[src/rtl/encoder83_serial_pkg.sv]
// encoder83_serial_pkg: shared widths, FSM state encoding and popcount helper
package encoder83_serial_pkg;
    localparam int VEC_W  = 8;
    localparam int CODE_W = 3;
    typedef enum logic {ST_IDLE = 1'b0, ST_EMIT = 1'b1} state_t;
    function automatic logic [3:0] popcount8(input logic [VEC_W-1:0] v);
        popcount8 = '0;
        for (int i = 0; i < VEC_W; i++) popcount8 += 4'(v[i]);
    endfunction
endpackage

[src/rtl/encoder83_serial_if.sv]
// encoder83_serial_if: vector-in / index-out valid-ready handshake bundle
interface encoder83_serial_if;
    import encoder83_serial_pkg::*;
    logic              in_valid;
    logic [VEC_W-1:0]  in_vec;
    logic              in_ready;
    logic              out_valid;
    logic [CODE_W-1:0] out_code;
    logic              out_last;
    logic              out_ready;
    logic              zero_flag;
    logic [3:0]        pop_cnt;
    modport slave (
        input  in_valid, in_vec, out_ready,
        output in_ready, out_valid, out_code, out_last, zero_flag, pop_cnt
    );
    modport master (
        output in_valid, in_vec, out_ready,
        input  in_ready, out_valid, out_code, out_last, zero_flag, pop_cnt
    );
endinterface

[src/rtl/encoder83_serial_prio_enc8.sv]
// prio_enc8: combinational priority encoder picking the lowest or highest set bit
module prio_enc8
    import encoder83_serial_pkg::*;
#(
    parameter bit LSB_FIRST = 1'b1
) (
    input  logic [VEC_W-1:0]  i_pend,
    output logic [CODE_W-1:0] o_code,
    output logic [VEC_W-1:0]  o_mask,
    output logic              o_single
);
    // Scan away from the winning end so the last hit is the highest-priority bit
    always_comb begin
        o_code = '0;
        for (int i = 0; i < VEC_W; i++)
            if (i_pend[LSB_FIRST ? VEC_W-1-i : i]) o_code = CODE_W'(LSB_FIRST ? VEC_W-1-i : i);
    end
    assign o_mask   = VEC_W'(1) << o_code;
    assign o_single = (i_pend != '0) && ((i_pend & (i_pend - VEC_W'(1))) == '0);
endmodule

[src/rtl/encoder83_serial.sv]
// encoder83_serial: drains an 8-bit vector into one 3-bit index per handshake beat
module encoder83_serial
    import encoder83_serial_pkg::*;
#(
    parameter bit LSB_FIRST = 1'b1
) (
    input logic                clk,
    input logic                rst,
    encoder83_serial_if.slave  bus
);
    state_t             r_state;
    logic [VEC_W-1:0]   r_pend;
    logic               r_zero;
    logic [3:0]         r_pop;
    logic [CODE_W-1:0]  w_code;
    logic [VEC_W-1:0]   w_mask;
    logic               w_single;

    prio_enc8 #(.LSB_FIRST(LSB_FIRST)) u_prio (
        .i_pend   (r_pend),
        .o_code   (w_code),
        .o_mask   (w_mask),
        .o_single (w_single)
    );

    always_ff @(posedge clk or posedge rst) begin
        if (rst) begin
            r_state <= ST_IDLE;
            r_pend  <= '0;
            r_zero  <= 1'b0;
            r_pop   <= '0;
        end else begin
            r_zero <= 1'b0;
            case (r_state)
                ST_IDLE: if (bus.in_valid) begin
                    r_pend  <= bus.in_vec;
                    r_pop   <= popcount8(bus.in_vec);
                    r_zero  <= bus.in_vec == '0;
                    r_state <= bus.in_vec != '0 ? ST_EMIT : ST_IDLE;
                end
                ST_EMIT: if (bus.out_ready) begin
                    r_pend  <= r_pend & ~w_mask;
                    r_state <= w_single ? ST_IDLE : ST_EMIT;
                end
            endcase
        end
    end

    assign bus.in_ready  = r_state == ST_IDLE;
    assign bus.out_valid = r_state == ST_EMIT;
    assign bus.out_code  = w_code;
    assign bus.out_last  = w_single;
    assign bus.zero_flag = r_zero;
    assign bus.pop_cnt   = r_pop;
endmodule

[src/flat_wrapper.sv]
// flat-port wrapper written by rule: the top's interface ports become plain ports
module encoder83_serial_flat import encoder83_serial_pkg::*;
#(
    parameter bit LSB_FIRST = 1'b1
)
  (clk, rst, bus_in_valid, bus_in_vec, bus_out_ready, bus_in_ready, bus_out_valid, bus_out_code, bus_out_last, bus_zero_flag, bus_pop_cnt);
  encoder83_serial_if bus_i ();
  input logic clk;
  input logic rst;
  input wire logic [$bits(bus_i.in_valid)-1:0] bus_in_valid;
  input wire logic [$bits(bus_i.in_vec)-1:0] bus_in_vec;
  input wire logic [$bits(bus_i.out_ready)-1:0] bus_out_ready;
  output wire logic [$bits(bus_i.in_ready)-1:0] bus_in_ready;
  output wire logic [$bits(bus_i.out_valid)-1:0] bus_out_valid;
  output wire logic [$bits(bus_i.out_code)-1:0] bus_out_code;
  output wire logic [$bits(bus_i.out_last)-1:0] bus_out_last;
  output wire logic [$bits(bus_i.zero_flag)-1:0] bus_zero_flag;
  output wire logic [$bits(bus_i.pop_cnt)-1:0] bus_pop_cnt;
  assign bus_i.in_valid = bus_in_valid;
  assign bus_i.in_vec = bus_in_vec;
  assign bus_i.out_ready = bus_out_ready;
  assign bus_in_ready = bus_i.in_ready;
  assign bus_out_valid = bus_i.out_valid;
  assign bus_out_code = bus_i.out_code;
  assign bus_out_last = bus_i.out_last;
  assign bus_zero_flag = bus_i.zero_flag;
  assign bus_pop_cnt = bus_i.pop_cnt;
  encoder83_serial #(.LSB_FIRST(LSB_FIRST)) u_core (.clk(clk), .rst(rst), .bus(bus_i));
endmodule
[config.mk]
export PLATFORM = sky130hd
export DESIGN_NAME = encoder83_serial_flat
export DESIGN_NICKNAME = d
export VERILOG_FILES = /design/src/rtl/encoder83_serial_pkg.sv /design/src/rtl/encoder83_serial_if.sv /design/src/rtl/encoder83_serial_prio_enc8.sv /design/src/rtl/encoder83_serial.sv /design/src/flat_wrapper.sv
export SDC_FILE = /design/constraint.sdc
export NUM_CORES = 1
export LEC_CHECK = 0
export CAP_MARGIN = 0
export CORE_ASPECT_RATIO = 1.4
export CORE_MARGIN = 2
export CORE_UTILIZATION = 49
export DETAILED_ROUTE_END_ITERATION = 6
export HOLD_SLACK_MARGIN = 0.08
export PLACE_DENSITY_LB_ADDON = 0.2
export RECOVER_POWER = 100
export SETUP_SLACK_MARGIN = 0.5
export SLEW_MARGIN = 30
export SYNTH_ARGS = -nofsm -noshare
export SYNTH_HDL_FRONTEND = slang
export SYNTH_HIERARCHICAL = 1
export SYNTH_SLANG_ARGS = --single-unit
[constraint.sdc]
create_clock -name clk -period 2.3 [get_ports clk]
set_input_delay 0.46 -clock clk [delete_from_list [all_inputs] [get_ports clk]]
set_output_delay 0.46 -clock clk [all_outputs]
set_load 0.02 [all_outputs]
== Yosys cells after proc, flatten, opt, wreduce, memory -nomap -nowiden ==
Index checks and enable logic that the tools add are counted.
Storage, ports and cells
  output and inout port bits: 11
  register bits after elaboration: 14
  bits of input ports: 12
Cells by class
  shift operators: 1
  bitwise logic cells: 4
  reductions and logical operators: 7
  multiplexer cells: 18
  add/subtract/negate cells: 8
  eq/ne operators: 2
Operators by type and width (count)
  $add A4 B1 Y4: 6
  $mux W3: 8
  $and A8 B8 Y8: 2
  $logic_not A8 Y1: 2
  $mux W8: 2
  $pmux W8 S2: 1
  $reduce_bool A8 Y1: 2
  $not A8 Y8: 1
  $shl A1 B3 Y8 const A: 1
  $sub A8 B1 Y8 const B: 1
  $mux W1: 6
  $ne A2 B2 Y1 const B: 2
  $reduce_and A2 Y1: 2
  $add A1 B1 Y2: 1
  $pmux W1 S2: 1
  $logic_and A1 B1 Y1: 1
  $not A1 Y1: 1

== Longest topological paths before layout ==
  word-level depth: 13
  gate-level depth with buffers: 10
  depth with buffers taken out: 10

== By module ==
Netlist, hierarchy kept.
Modules (own cells, without submodules)
  encoder83_serial: cells each 89, area an instance 828.3 µm², sequential area each 350.3 µm², times used 1
  prio_enc8: cells each 34, area an instance 215.2 µm², sequential area each 0.0 µm², times used 1

== Least setup slack after synthesis ==
OpenSTA, ideal clock, no wires.
  path kind: input to register
  start point: in bus_in_vec[0]
  end point: reg u_core.r_pop[2] (netlist: u_core/bus.pop_cnt[2])
  data arrival time: 2.805 ns
  slack: -0.588 ns
  path buffers: 0
  setup time: 0.083 ns
  stages: 10
  cell sequence: fa_1 -> inv_1 -> fa_1 -> fa_1 -> inv_1 -> ha_1 -> inv_1 -> fa_1 -> xor2_1 -> o21ai_0
Between the ends
  cells in the longest elaborated chain, start to end: 7
Ends and longest elaborated chain
  from (decl): line flat_wrapper.sv:11  | input wire logic [$bits(bus_i.in_vec)-1:0] bus_in_vec;
  $add A1 B1 Y2: line encoder83_serial_pkg.sv:8  | for (int i = 0; i < VEC_W; i++) popcount8 += 4'(v[i]);
  $add A4 B1 Y4 (6 in series): line encoder83_serial_pkg.sv:8
  to (signal assigned): line encoder83_serial.sv:37  | r_pop <= popcount8(bus.in_vec);
  to (decl): line encoder83_serial.sv:14  | logic [3:0] r_pop;
No other way between the ends.
A chain may end at the register's enable or synchronous reset.

== Final worst setup path ==
  start point: in bus_in_vec[3]
  end point: reg u_core.r_pop[1] (netlist: u_core/bus.pop_cnt[1])
Between the ends
  cells in the longest elaborated chain, start to end: 5
Ends and longest elaborated chain (line)
  $add A4 B1 Y4 (5 in series): encoder83_serial_pkg.sv:8
No other way between the ends.

==> impl_metrics.tcl <==
set metrics [dict create \
    rrSetupSlack_ns 0.18 \
    max-vdd-ir-drop_v 0.0008383 \
    r2r_start "u_core/r_pend[2]" \
    grt_max_degree 19 \
    cp_max_fo 2 \
    clkTransAtPathRegs_ns 0.08 \
    synth_top_family_by_area "simple AND/OR/NAND/NOR gates" \
    place_hpwl_mm 2.041 \
    die_h_um 58.60 \
    synthesis.area_um2 1044 \
    dpl_cell_area_um2 1380 \
    cts_buffers 3 \
    dieArea_um2 2520 \
    yosysWarnings 6 \
    rsz0062_at_grt "true" \
    fillers 134 \
    whs_ns 0.4785 \
    vias 1084 \
    grt_pass1_wl_mm 5.161 \
    grt_use_total_pct 27.46 \
    setup_viol 6 \
    relSlewSlack_pct 65.01 \
    required_ns 2.50 \
    wirelength_mm 3.267 \
    final_antenna_net_count 0 \
    seqCellArea_um2 351.6 \
    drt_iter0_drc 36 \
    root_buffer "clkbuf_4" \
    gp_congestion 0.8982 \
    grtUsageMet1_pct 26.49 \
    setup_slack_ns -0.4951 \
    syn-num-nets 143 \
    syn_area_per_cell_um2 8.484 \
    synth_compound_area_share_pct 19.30 \
    cts_tree "done" \
    top_usage_layer "met2" \
    start_util_pct 52.26 \
    ios 23 \
    hold_viol_final 0 \
    nets 195 \
    critPathKind "in -> reg" \
    cts_sinks 14 \
    cts_htree_levels 1 \
    synthSimpleGateAreaFrac_pct 22.18 \
    wl_per_cell_um 16.75 \
    core-area_um2 1997 \
    min_period_over_period_pct 121.5 \
    period_minus_slack_ns 2.795 \
    status "finished, violations left" \
    diodes 0 \
    drt_first_pass_iters 4 \
    fmax_mhz 357.8 \
    ys_seq_elements 14 \
    die_w_um 43 \
    drc 0 \
    synthCells 123 \
    r2r-end "u_core/r_pend[5]" \
    synth-edff-count 0 \
    cts_buffer_depth 2 \
    power.density_nw_per_um2 1494 \
    postLayoutCellArea_um2 1622 \
    tightest_slew_ns 0.5243 \
    r2r_cells 9 \
    grt.met3_usage_pct 3.374 \
    hold_depth 2 \
    crit_arrival_ns 2.99 \
    drv_cap 0 \
    critical_path.startpoint_type "primary input" \
    holdPathEnd "u_core/bus.pop_cnt[0]" \
    p_leak_nw 0.7802 \
    std_cell_rows 19 \
    port_buffers 22 \
    synthArstFlopShare_pct 100.0 \
    yosys_most_used_dff "dfrtp_1" \
    yosysSeqAreaShare_pct 33.57 \
    synth_xor_area_share_pct 0.8393 \
    grt_overflow_total 0 \
    clk_latency_ns 0.27 \
    synth_top_area_share_pct 33.57 \
    synth_area_leaders "dfrtp_1 (34%), fa_1 (7.7%), o21ai_0 (7.7%)" \
    worstHoldStart "u_core/bus.pop_cnt[0]" \
    grtUsageMet2_pct 54.33 \
    hp-class "reg -> reg" \
    yosysTopAreaCell "dfrtp_1" \
    synth_cell_types 36 \
    cts_hold_buf 0 \
    final_max_slew_viol_count 0 \
    violations "setup timing" \
    antenna_found_initial 0 \
    yosys.area_share.adder_pct 12.47 \
    drt-vias-per-instance 5.559 \
    end_kind "flip-flop" \
    drive_above_1_share_pct 36.21 \
    utilization_pct 81.20 \
    synthMuxAreaShare_pct 3.837 \
    syn_to_final_growth_pct 55.40 \
    multi_input_area_um2 691.9 \
    grt_pass1_vias 1169 \
    finalClockSkew_ns 0.0008091 \
]
[final cells by class]
type	instances	share of cell area [%]
Sequential cell	14	21.68
Tap cell	21	1.620
Timing Repair Buffer	52	28.32
Clock buffer	4	2.238
Inverter	15	3.472
Multi-Input combinational cell	89	42.67
[per-layer routing]
metal / vias to the layer above / part of all wire (%)
met2: 28 / 57
met4: 0 / 3.6
met1: 523 / 37
met3: 11 / 3.1
li1: 522 / -
met5: - / 0
[logic make-up after synthesis]
kind of cell / count (synthesis)
buffers and inverters: 20
adder cells (fa/ha/maj): 8
XOR/XNOR: 1
AND/OR/NAND/NOR: 44
multiplexers: 4
flip-flops: 14
AO/OA/AOI/OAI: 32
[metrics by stage]
step,instances,setup TNS [ns],worst slack (ns),power (W)
2_1_floorplan,123,-1.416,-0.5521,0.001223
3_3_place_gp,174,-3.666,-1.073,0.001758
3_5_place_dp,174,-3.914,-1.174,0.001794
4_1_cts,190,-1.303,-0.5045,0.002300
5_1_grt,195,-1.936,-0.5546,0.002575
6_report,195,-1.591,-0.4951,0.002423
[power breakdown]
group	total, W	switching (W)	internal (W)
clock network	0.000171	0.0000748	0.0000962
logic	0.00179	0.000883	0.000911
registers	0.000458	0.000106	0.000352
total	0.00242	0.00106	0.00136
[sequential cells by signal, summed over array words and instances, names as in the netlist]
name                  flops
u_core/bus.pop_cnt        4
u_core/bus.zero_flag      1
u_core/r_pend             8
u_core/bus.out_valid      1
[timing repair]
| action | 4_1_cts | 5_1_grt |
|---|---|---|
| pin swaps | 11 | 8 |
| resized for setup | 63 | 13 |
| setup endpoints to repair | 11 | 14 |
| cloned | 0 | 0 |
| buffers inserted | 12 | 5 |
| hold endpoints to repair | 0 | 0 |
[how the worst max path moves through the flow]
stage,start,to,slack (ns),cells past startpoint
floorplan,bus_in_vec[0],u_core/bus.pop_cnt[1],-0.55,9
global placement,bus_in_vec[0],u_core/bus.pop_cnt[1],-1.07,10
detailed placement,bus_in_vec[0],u_core/bus.pop_cnt[2],-1.17,11
CTS,bus_in_vec[3],u_core/bus.pop_cnt[1],-0.50,10
global route,bus_in_vec[3],u_core/bus.pop_cnt[2],-0.55,11
finish,bus_in_vec[3],u_core/bus.pop_cnt[1],-0.50,10
[placed cells by master, fill, tap and decap left out, types with 2 or more instances in the layout]
master	n
fa_1	2
a21oi_1	2
buf_6	8
ha_1	3
o21ai_0	11
o21ai_1	5
dfrtp_1	13
fa_2	2
inv_2	2
nor2_1	7
mux2i_1	4
clkbuf_4	4
a21boi_0	3
clkdlybuf4s50_1	6
buf_4	23
buf_2	2
nand2_2	2
inv_1	13
nand2_1	13
dlygate4sd3_1	9
nand3_1	4
[critical path, cell delays in order]
cell and delay, ns:
buf_8 0.10, fa_1 0.53, inv_1 0.06, fa_1 0.45, fa_2 0.57, inv_2 0.05
ha_4 0.16, inv_2 0.05, fa_2 0.42, o21ai_1 0.14
[synth_stat cells (2+ instances only)]
library cell / n
a21boi_0: 5
a21oi_1: 4
buf_2: 2
clkbuf_1: 2
dfrtp_1: 14
fa_1: 4
ha_1: 4
inv_1: 15
mux2i_1: 4
nand2_1: 15
nand3_1: 5
nor2_1: 9
nor3_1: 2
o21ai_0: 16
Note: power is estimated with default switching activity, not from simulation.
